$ cat config.mk
export PLATFORM = sky130hd
export DESIGN_NAME = serial_adder
export DESIGN_NICKNAME = d
export VERILOG_FILES = /design/src/rtl/adder_pkg.sv /design/src/rtl/full_adder.sv /design/src/rtl/serial_adder.sv
export SDC_FILE = /design/constraint.sdc
export NUM_CORES = 1
export LEC_CHECK = 0
export CAP_MARGIN = 10
export CORE_UTILIZATION = 55
export CTS_BUF_LIST = sky130_fd_sc_hd__clkbuf_16
export DETAILED_ROUTE_END_ITERATION = 16
export PLACE_DENSITY = 0.83
export SLEW_MARGIN = 10
export SYNTH_ARGS = -nofsm -noshare
export SYNTH_HDL_FRONTEND = slang
export SYNTH_SLANG_ARGS = --single-unit
export TNS_END_PERCENT = 50
$ cat constraint.sdc
create_clock -name iCLK -period 4.1 [get_ports iCLK]
set_input_delay 1.025 -clock iCLK [delete_from_list [all_inputs] [get_ports iCLK]]
set_output_delay 1.025 -clock iCLK [all_outputs]
set_load 0.005 [all_outputs]
$ cat src/rtl/adder_pkg.sv
// Shared FSM encoding and elaboration helpers for the digit-serial add/subtract unit.
package adder_pkg;

  localparam logic [1:0] ST_IDLE = 2'd0;
  localparam logic [1:0] ST_RUN  = 2'd1;
  localparam logic [1:0] ST_DONE = 2'd2;

  // Bits needed to count 0..value-1; only used at elaboration time.
  function automatic int clog2(input int value);
    int bits;
    bits = 0;
    for (int v = value - 1; v > 0; v = v >>> 1) begin
      bits = bits + 1;
    end
    return bits;
  endfunction

endpackage

$ cat src/rtl/full_adder.sv
// Single-bit full adder cell; chained DIGIT times by the serial adder.
module full_adder (
  input  logic iA,
  input  logic iB,
  input  logic iCIN,
  output logic oSUM,
  output logic oCARRY
);

  assign oSUM   = iA ^ iB ^ iCIN;
  assign oCARRY = (iA & iB) | (iCIN & (iA ^ iB));

endmodule

$ cat src/rtl/serial_adder.sv
// Digit-serial add/subtract unit: WIDTH/DIGIT steps through a full-adder chain,
// with valid/ready handshakes on the operand and result sides.
module serial_adder
  import adder_pkg::*;
#(
  parameter int WIDTH = 16,
  parameter int DIGIT = 1
) (
  input  logic             iCLK,
  input  logic             iRST_N,
  input  logic             iVALID,
  output logic             oREADY,
  input  logic [WIDTH-1:0] iA,
  input  logic [WIDTH-1:0] iB,
  input  logic             iCIN,
  input  logic             iSUB,
  output logic             oVALID,
  input  logic             iREADY,
  output logic [WIDTH-1:0] oSUM,
  output logic             oCARRY,
  output logic             oOVF
);

  localparam int STEPS = WIDTH / DIGIT;
  localparam int CW    = (clog2(STEPS) < 1) ? 1 : clog2(STEPS);
  localparam logic [CW-1:0] LAST_STEP = CW'(STEPS - 1);
  localparam logic [CW-1:0] CNT_ONE   = CW'(1);

  generate
    if (WIDTH < 2 || DIGIT < 1 || (WIDTH % DIGIT) != 0) begin : g_bad_params
      $error("serial_adder: WIDTH must be >= 2 and a multiple of DIGIT");
    end
  endgenerate

  logic [1:0]       state_r;
  logic [1:0]       state_nxt_s;
  logic             ready_r;
  logic             ready_nxt_s;
  logic             valid_r;
  logic             valid_nxt_s;
  logic [WIDTH-1:0] a_r;
  logic [WIDTH-1:0] b_r;
  logic [WIDTH-1:0] sum_r;
  logic             carry_r;
  logic [CW-1:0]    cnt_r;
  logic [WIDTH-1:0] sum_out_r;
  logic             carry_out_r;
  logic             ovf_r;

  logic [DIGIT:0]   chain_c_s;
  logic [DIGIT-1:0] digit_sum_s;
  logic [WIDTH-1:0] sum_shift_s;
  logic             accept_s;
  logic             last_s;
  logic             handoff_s;

  assign accept_s  = ready_r & iVALID;
  assign last_s    = (state_r == ST_RUN) && (cnt_r == LAST_STEP);
  assign handoff_s = valid_r & iREADY;

  assign chain_c_s[0] = carry_r;

  generate
    for (genvar i = 0; i < DIGIT; i++) begin : g_chain
      full_adder u_fa (
        .iA     (a_r[i]),
        .iB     (b_r[i]),
        .iCIN   (chain_c_s[i]),
        .oSUM   (digit_sum_s[i]),
        .oCARRY (chain_c_s[i+1])
      );
    end

    // New digits enter at the MSB end so the word is complete after the last step.
    if (DIGIT == WIDTH) begin : g_full_digit
      assign sum_shift_s = digit_sum_s;
    end else begin : g_part_digit
      assign sum_shift_s = {digit_sum_s, sum_r[WIDTH-1:DIGIT]};
    end
  endgenerate

  // State register and registered handshake flags
  always_ff @(posedge iCLK or negedge iRST_N) begin
    if (!iRST_N) begin
      state_r <= ST_IDLE;
      ready_r <= 1'b1;
      valid_r <= 1'b0;
    end else begin
      state_r <= state_nxt_s;
      ready_r <= ready_nxt_s;
      valid_r <= valid_nxt_s;
    end
  end

  // Next-state decode
  always_comb begin
    state_nxt_s = state_r;
    case (state_r)
      ST_IDLE: begin
        if (accept_s) state_nxt_s = ST_RUN;
        else          state_nxt_s = ST_IDLE;
      end
      ST_RUN: begin
        if (last_s) state_nxt_s = ST_DONE;
        else        state_nxt_s = ST_RUN;
      end
      ST_DONE: begin
        if (handoff_s) state_nxt_s = ST_IDLE;
        else           state_nxt_s = ST_DONE;
      end
      default: state_nxt_s = ST_IDLE;
    endcase
  end

  // Handshake flags for the upcoming state, registered above
  always_comb begin
    ready_nxt_s = 1'b0;
    valid_nxt_s = 1'b0;
    case (state_nxt_s)
      ST_IDLE: ready_nxt_s = 1'b1;
      ST_RUN:  ready_nxt_s = 1'b0;
      ST_DONE: valid_nxt_s = 1'b1;
      default: begin
        ready_nxt_s = 1'b0;
        valid_nxt_s = 1'b0;
      end
    endcase
  end

  // Operand capture, serial stepping and result latch
  always_ff @(posedge iCLK or negedge iRST_N) begin
    if (!iRST_N) begin
      a_r         <= {WIDTH{1'b0}};
      b_r         <= {WIDTH{1'b0}};
      sum_r       <= {WIDTH{1'b0}};
      carry_r     <= 1'b0;
      cnt_r       <= {CW{1'b0}};
      sum_out_r   <= {WIDTH{1'b0}};
      carry_out_r <= 1'b0;
      ovf_r       <= 1'b0;
    end else if (accept_s) begin
      a_r     <= iA;
      b_r     <= iSUB ? ~iB : iB;
      carry_r <= iSUB ? 1'b1 : iCIN;
      cnt_r   <= {CW{1'b0}};
    end else if (state_r == ST_RUN) begin
      a_r     <= a_r >> DIGIT;
      b_r     <= b_r >> DIGIT;
      sum_r   <= sum_shift_s;
      carry_r <= chain_c_s[DIGIT];
      cnt_r   <= cnt_r + CNT_ONE;
      if (last_s) begin
        sum_out_r   <= sum_shift_s;
        carry_out_r <= chain_c_s[DIGIT];
        // Carry into the sign cell differs from carry out exactly on signed overflow.
        ovf_r       <= chain_c_s[DIGIT-1] ^ chain_c_s[DIGIT];
      end
    end
  end

  assign oREADY = ready_r;
  assign oVALID = valid_r;
  assign oSUM   = sum_out_r;
  assign oCARRY = carry_out_r;
  assign oOVF   = ovf_r;

endmodule
Word level (Yosys, flattened, before mapping)
Cells that the tools add are included.

Input bits: 38. Register bits after elaboration: 75. Output and inout port bits: 20. Word-level logic and storage cells: 48.

Add/sub/neg operators: 1. Reduce and logical (&&, ||, !) cells: 6. Bitwise gates (word level): 10. Equal/unequal tests: 4. Muxes and demuxes: 16.

Operators by type and width (number): $mux W16 (5); $not A16 Y16 (1); $mux W4 (2); $mux W1 (6); $pmux W2 S3 (1); $add A4 B1 Y4 const B (1); $and A1 B1 Y1 (4); $eq A2 B2 Y1 const B (2); $eq A4 B4 Y1 const B (1); $logic_not A2 Y1 (2); $mux W2 (2); $reduce_and A3 Y1 (1); $xor A1 B1 Y1 (3); $eq A2 B1 Y1 const B (1); $reduce_and A2 Y1 (1); $reduce_bool A2 Y1 (1); $logic_and A1 B1 Y1 (1); $not A1 Y1 (1); $or A1 B1 Y1 (1).

Logic depth before layout (Yosys ltp)
Word-level depth: 6. Gate-level depth with buffers: 5. Mapped depth without buffers: 4.

Hierarchy
A second synthesis with hierarchy kept.

Cells, all modules: 302. Area total of the unflattened synthesis: 3238.1 µm².

Modules (own cells, without submodules): serial_adder (area an instance 3218.1 µm², sequential area each 1853.0 µm², cells an instance 301, times used 1); full_adder (area an instance 20.0 µm², sequential area each 0.0 µm², cells an instance 1, times used 1).

Worst setup path before layout
Ideal clock, no wire load.

Path type: input -> register. From: input port iVALID. To: register sum_out_r[10], in the netlist oSUM[10]. Cell stages on the path: 5. Required time: 3975 ps. Arrival: 2102 ps. Buffers on the path: 2. Library setup time: 125 ps. Slack: 1872 ps. Cells stage by stage: and2_1 > buf_2 > nor3_4 > buf_8 > mux2_4.

Word-level cells in the longest chain between the ends: 3.

RTL lines: start, declared (RTL line serial_adder.sv:11) `input logic iVALID,`; $and A1 B1 Y1 (RTL line serial_adder.sv:57) `assign accept_s = ready_r & iVALID;`; $not A1 Y1 (no line); $reduce_and A3 Y1 (no line); end signal, assigned (RTL line serial_adder.sv:138) `sum_out_r <= {WIDTH{1'b0}};`; end signal, assigned (RTL line serial_adder.sv:153) `sum_out_r <= sum_shift_s;`; end, declared (RTL line serial_adder.sv:46) `logic [WIDTH-1:0] sum_out_r;`.

No other way between the ends. A chain may end at the register's enable or synchronous reset.

Worst setup path after layout
From: input port iVALID. To: register sum_out_r[4], in the netlist oSUM[4].

Same word-level chain as after synthesis.

==> results by group <==
Power and ir drop
  – Max IR drop VDD: 0.000364 V
  – Switching power: 0.00102 W
  – Int Pwr: 0.00213 W
  – Clk pwr share: 0.236
  – Power Density: 758 nW/um^2
  – Sequential share of power: 0.414
  – Combinational power share: 0.350
  – Net Sw Frac: 0.323
  – Leak Pwr: 1.84 nW

Timing
  – Setup TNS Final: 0 ns
  – Relative slew slack: 0.370
  – Slew of the pin with the lowest slew margin: 0.943 ns
  – Final hold vios: 0
  – Unrepaired setup endpoints after global routing: no
  – Period minus WS final: 2.59 ns
  – Pins Over Slew Limit: 0
  – Final worst path period share: 0.631
  – Clk_skew: 0.00503 ns
  – Setup violations, final: 0
  – Max Freq: 386 MHz

Global route
  – Overall routing resource usage: 0.221
  – GR peak layer: met2
  – First-pass GRT wire length: 10500 um
  – Vias in the first global route: 2276
  – M1 GR Usage: 0.292
  – Met2 Track Usage GR: 0.353
  – Initial antenna violation count: 0
  – Largest net degree at the start of global routing: 75
  – Global route overflow: 0
  – GR Layer Usage met3: 0.0471

Setup path
  – Critical path startpoint category: input port
  – Crit-path max FO: 12
  – Crit Path Class: in2reg
  – Worst setup EP type: flip-flop
  – Worst EP arrival: 2.79 ns
  – WP data required: 4.30 ns
  – R2R setup slack: 1.75 ns

Routing
  – Drt total wl: 6020 um
  – Via count: 2288
  – Final routed DRC violation total: 0
  – Drt pass-1 iters: 4
  – Routed vias/inst: 5.32
  – Iter 0 DRT Violations: 119
  – Routed wire per std cell: 14.0 um
  – Routed Antenna Nets: 0

Synth
  – Mapped Nets: 342
  – Area contributors post-synth: dfrtp_1 56%, nand2_1 7.8%, mux2_2 7.2%, a31oi_1 5.9%, mux2_4 4.6%
  – Mapped cell area: 3290 sq um
  – Primary FF master, synth: dfrtp_1
  – Cell taking the most area after synthesis: dfrtp_1
  – Asr flop ratio synth: 1.00
  – EDFF count, synth: 0
  – Sequential area share after synthesis: 0.564
  – Yosys Warn Count: 0
  – Share of the synthesized area in the top cell type: 0.556
  – Number of distinct library cells after synthesis: 32
  – Post-synthesis register bit count: 74
  – Syn avg cell area: 10.9 sq um
  – Post-synthesis cell count: 302

Clock network
  – CTS Root Cell: clkbuf_16
  – Worst-path clk slew: 0.06 ns
  – Clock buffer depth: 2
  – Hold Buf Count CTS: 0
  – # resized after CTS: 0
  – CTS tree: done
  – CTS Buf Count: 9
  – Clock latency on the worst-skew pair: 0.32 ns
  – CTS Sinks: 74
  – Postcts setup bufs: 0
  – # H-tree levels: 3

Job
  – Max-cap viol count: 0

Floorplan
  – # IOs: 58
  – Die area: 6290 sq um
  – Row count: 27
  – Die width: 79.3 um
  – Die H: 79.3 um
  – Core Region: 5640 sq um
  – Starting Density: 0.583

Layout
  – Final core occ: 0.736
  – Area growth syn-to-layout: 26.2%
  – Number of antenna diodes: 0
  – Layout cells sized above 1: 0.159
  – # fillers: 373
  – Fin nets: 393

Min path
  – Worst Hold Class: reg2reg

Placed design
  – Gpl congestion: 0.738
  – # port buffers: 57
  – DP Wirelength: 3920 um

Run status
  – Status: finished, final reports clean
worst paths after layout:
kind | startpoint | endpoint | cells after the start
setup / recovery | iVALID | oSUM[4] | 5
hold / removal | sum_r[1] | sum_r[1] | 1
setup reg to reg | state_r[1] | oSUM[4] | 4
hold reg to reg | sum_r[1] | sum_r[1] | 1
max in group asynchronous | iRST_N | oSUM[5] | 1
min in group asynchronous | iRST_N | sum_r[2] | 1
flip-flops by register name, indices dropped and copies added (netlist names):
name	cells
a_r	16
b_r	16
oSUM	16
sum_r	15
cnt_r	4
state_r	2
carry_r	1
oCARRY	1
oOVF	1
oREADY	1
oVALID	1
metal layers:
layer	share of wire	up-vias	wire (um)
li1	-	1116	-
met1	0.44	1093	2680
met2	0.50	69	2990
met3	0.042	10	251
met5	0	-	0
met4	0.017	0	104
placed cells by master, fill, tap and decap left out, types with 2 or more instances in the layout:
cell type / netlist / routed
nand3_1: 3 / 3
a21oi_1: 3 / 3
nand2_2: 1 / 2
clkdlybuf4s50_1: 0 / 56
mux2_1: 2 / 2
xor2_1: 17 / 17
mux2_4: 10 / 10
clkinv_2: 0 / 4
xnor2_1: 2 / 2
o21ai_0: 4 / 4
a31oi_1: 31 / 31
buf_4: 1 / 4
nor2_1: 34 / 34
dfrtp_1: 73 / 73
nand2_1: 68 / 67
mux2_2: 21 / 21
clkbuf_16: 0 / 9
power by group through the flow:
stage	registers [W]	logic, W	clock network, W
finish	0.00130	0.00110	0.000741
global route	0.00135	0.00124	0.000789
CTS	0.00130	0.00112	0.000756
detailed placement	0.00131	0.00112	0
global placement	0.00129	0.00106	0
floorplan	0.00125	0.000811	0
cells by family after synthesis:
group,Yosys count,synth area share
buffers and inverters,20,0.0335
muxes,34,0.127
and+or+nand+nor,114,0.143
DFF,74,0.564
adders and majority gates,2,0.00989
xor gates and xnor gates,19,0.0506
AOI/OAI and AO/OA,39,0.0719
synth_stat cells (2+ instances only):
cell	count
a21oi_1	3
dfrtp_1	73
nand3_1	3
mux2_4	10
xnor2_1	2
nand2_1	68
xor2_1	17
nor2_1	34
a31oi_1	31
mux2_2	21
clkbuf_1	6
mux2_1	2
buf_2	10
o21ai_0	4
layout make-up:
cell class                      count  area [sq um]  area share
Timing Repair Buffer               60           591       0.142
Sequential cell                    74          1850       0.446
Clock buffer                        9           225      0.0543
Multi-Input combinational cell    208          1330       0.320
Clock inverter                      7          61.3      0.0148
Tap cell                           72          90.1      0.0217
worst max-delay path, stage by stage:
cell and delay (ns):
clkdlybuf4s50_1 0.44, and2_1 0.27, nor3_4 0.37, buf_4 0.31, mux2_2 0.37
metrics by stage:
stage | hold slack [ns] | power, W | std cells | setup WS, ns | cell area (sq um)
2_1_floorplan | 0.459 | 0.00206 | 302 | 1.87 | 3290
3_3_place_gp | 0.483 | 0.00235 | 414 | 1.23 | 3860
4_1_cts | 0.512 | 0.00318 | 430 | 1.50 | 4150
6_report | 0.507 | 0.00315 | 430 | 1.51 | 4150
3_5_place_dp | 0.500 | 0.00242 | 414 | 1.19 | 3860
5_1_grt | 0.524 | 0.00338 | 430 | 1.43 | 4150
Note: power is estimated with default switching activity, not from simulation.
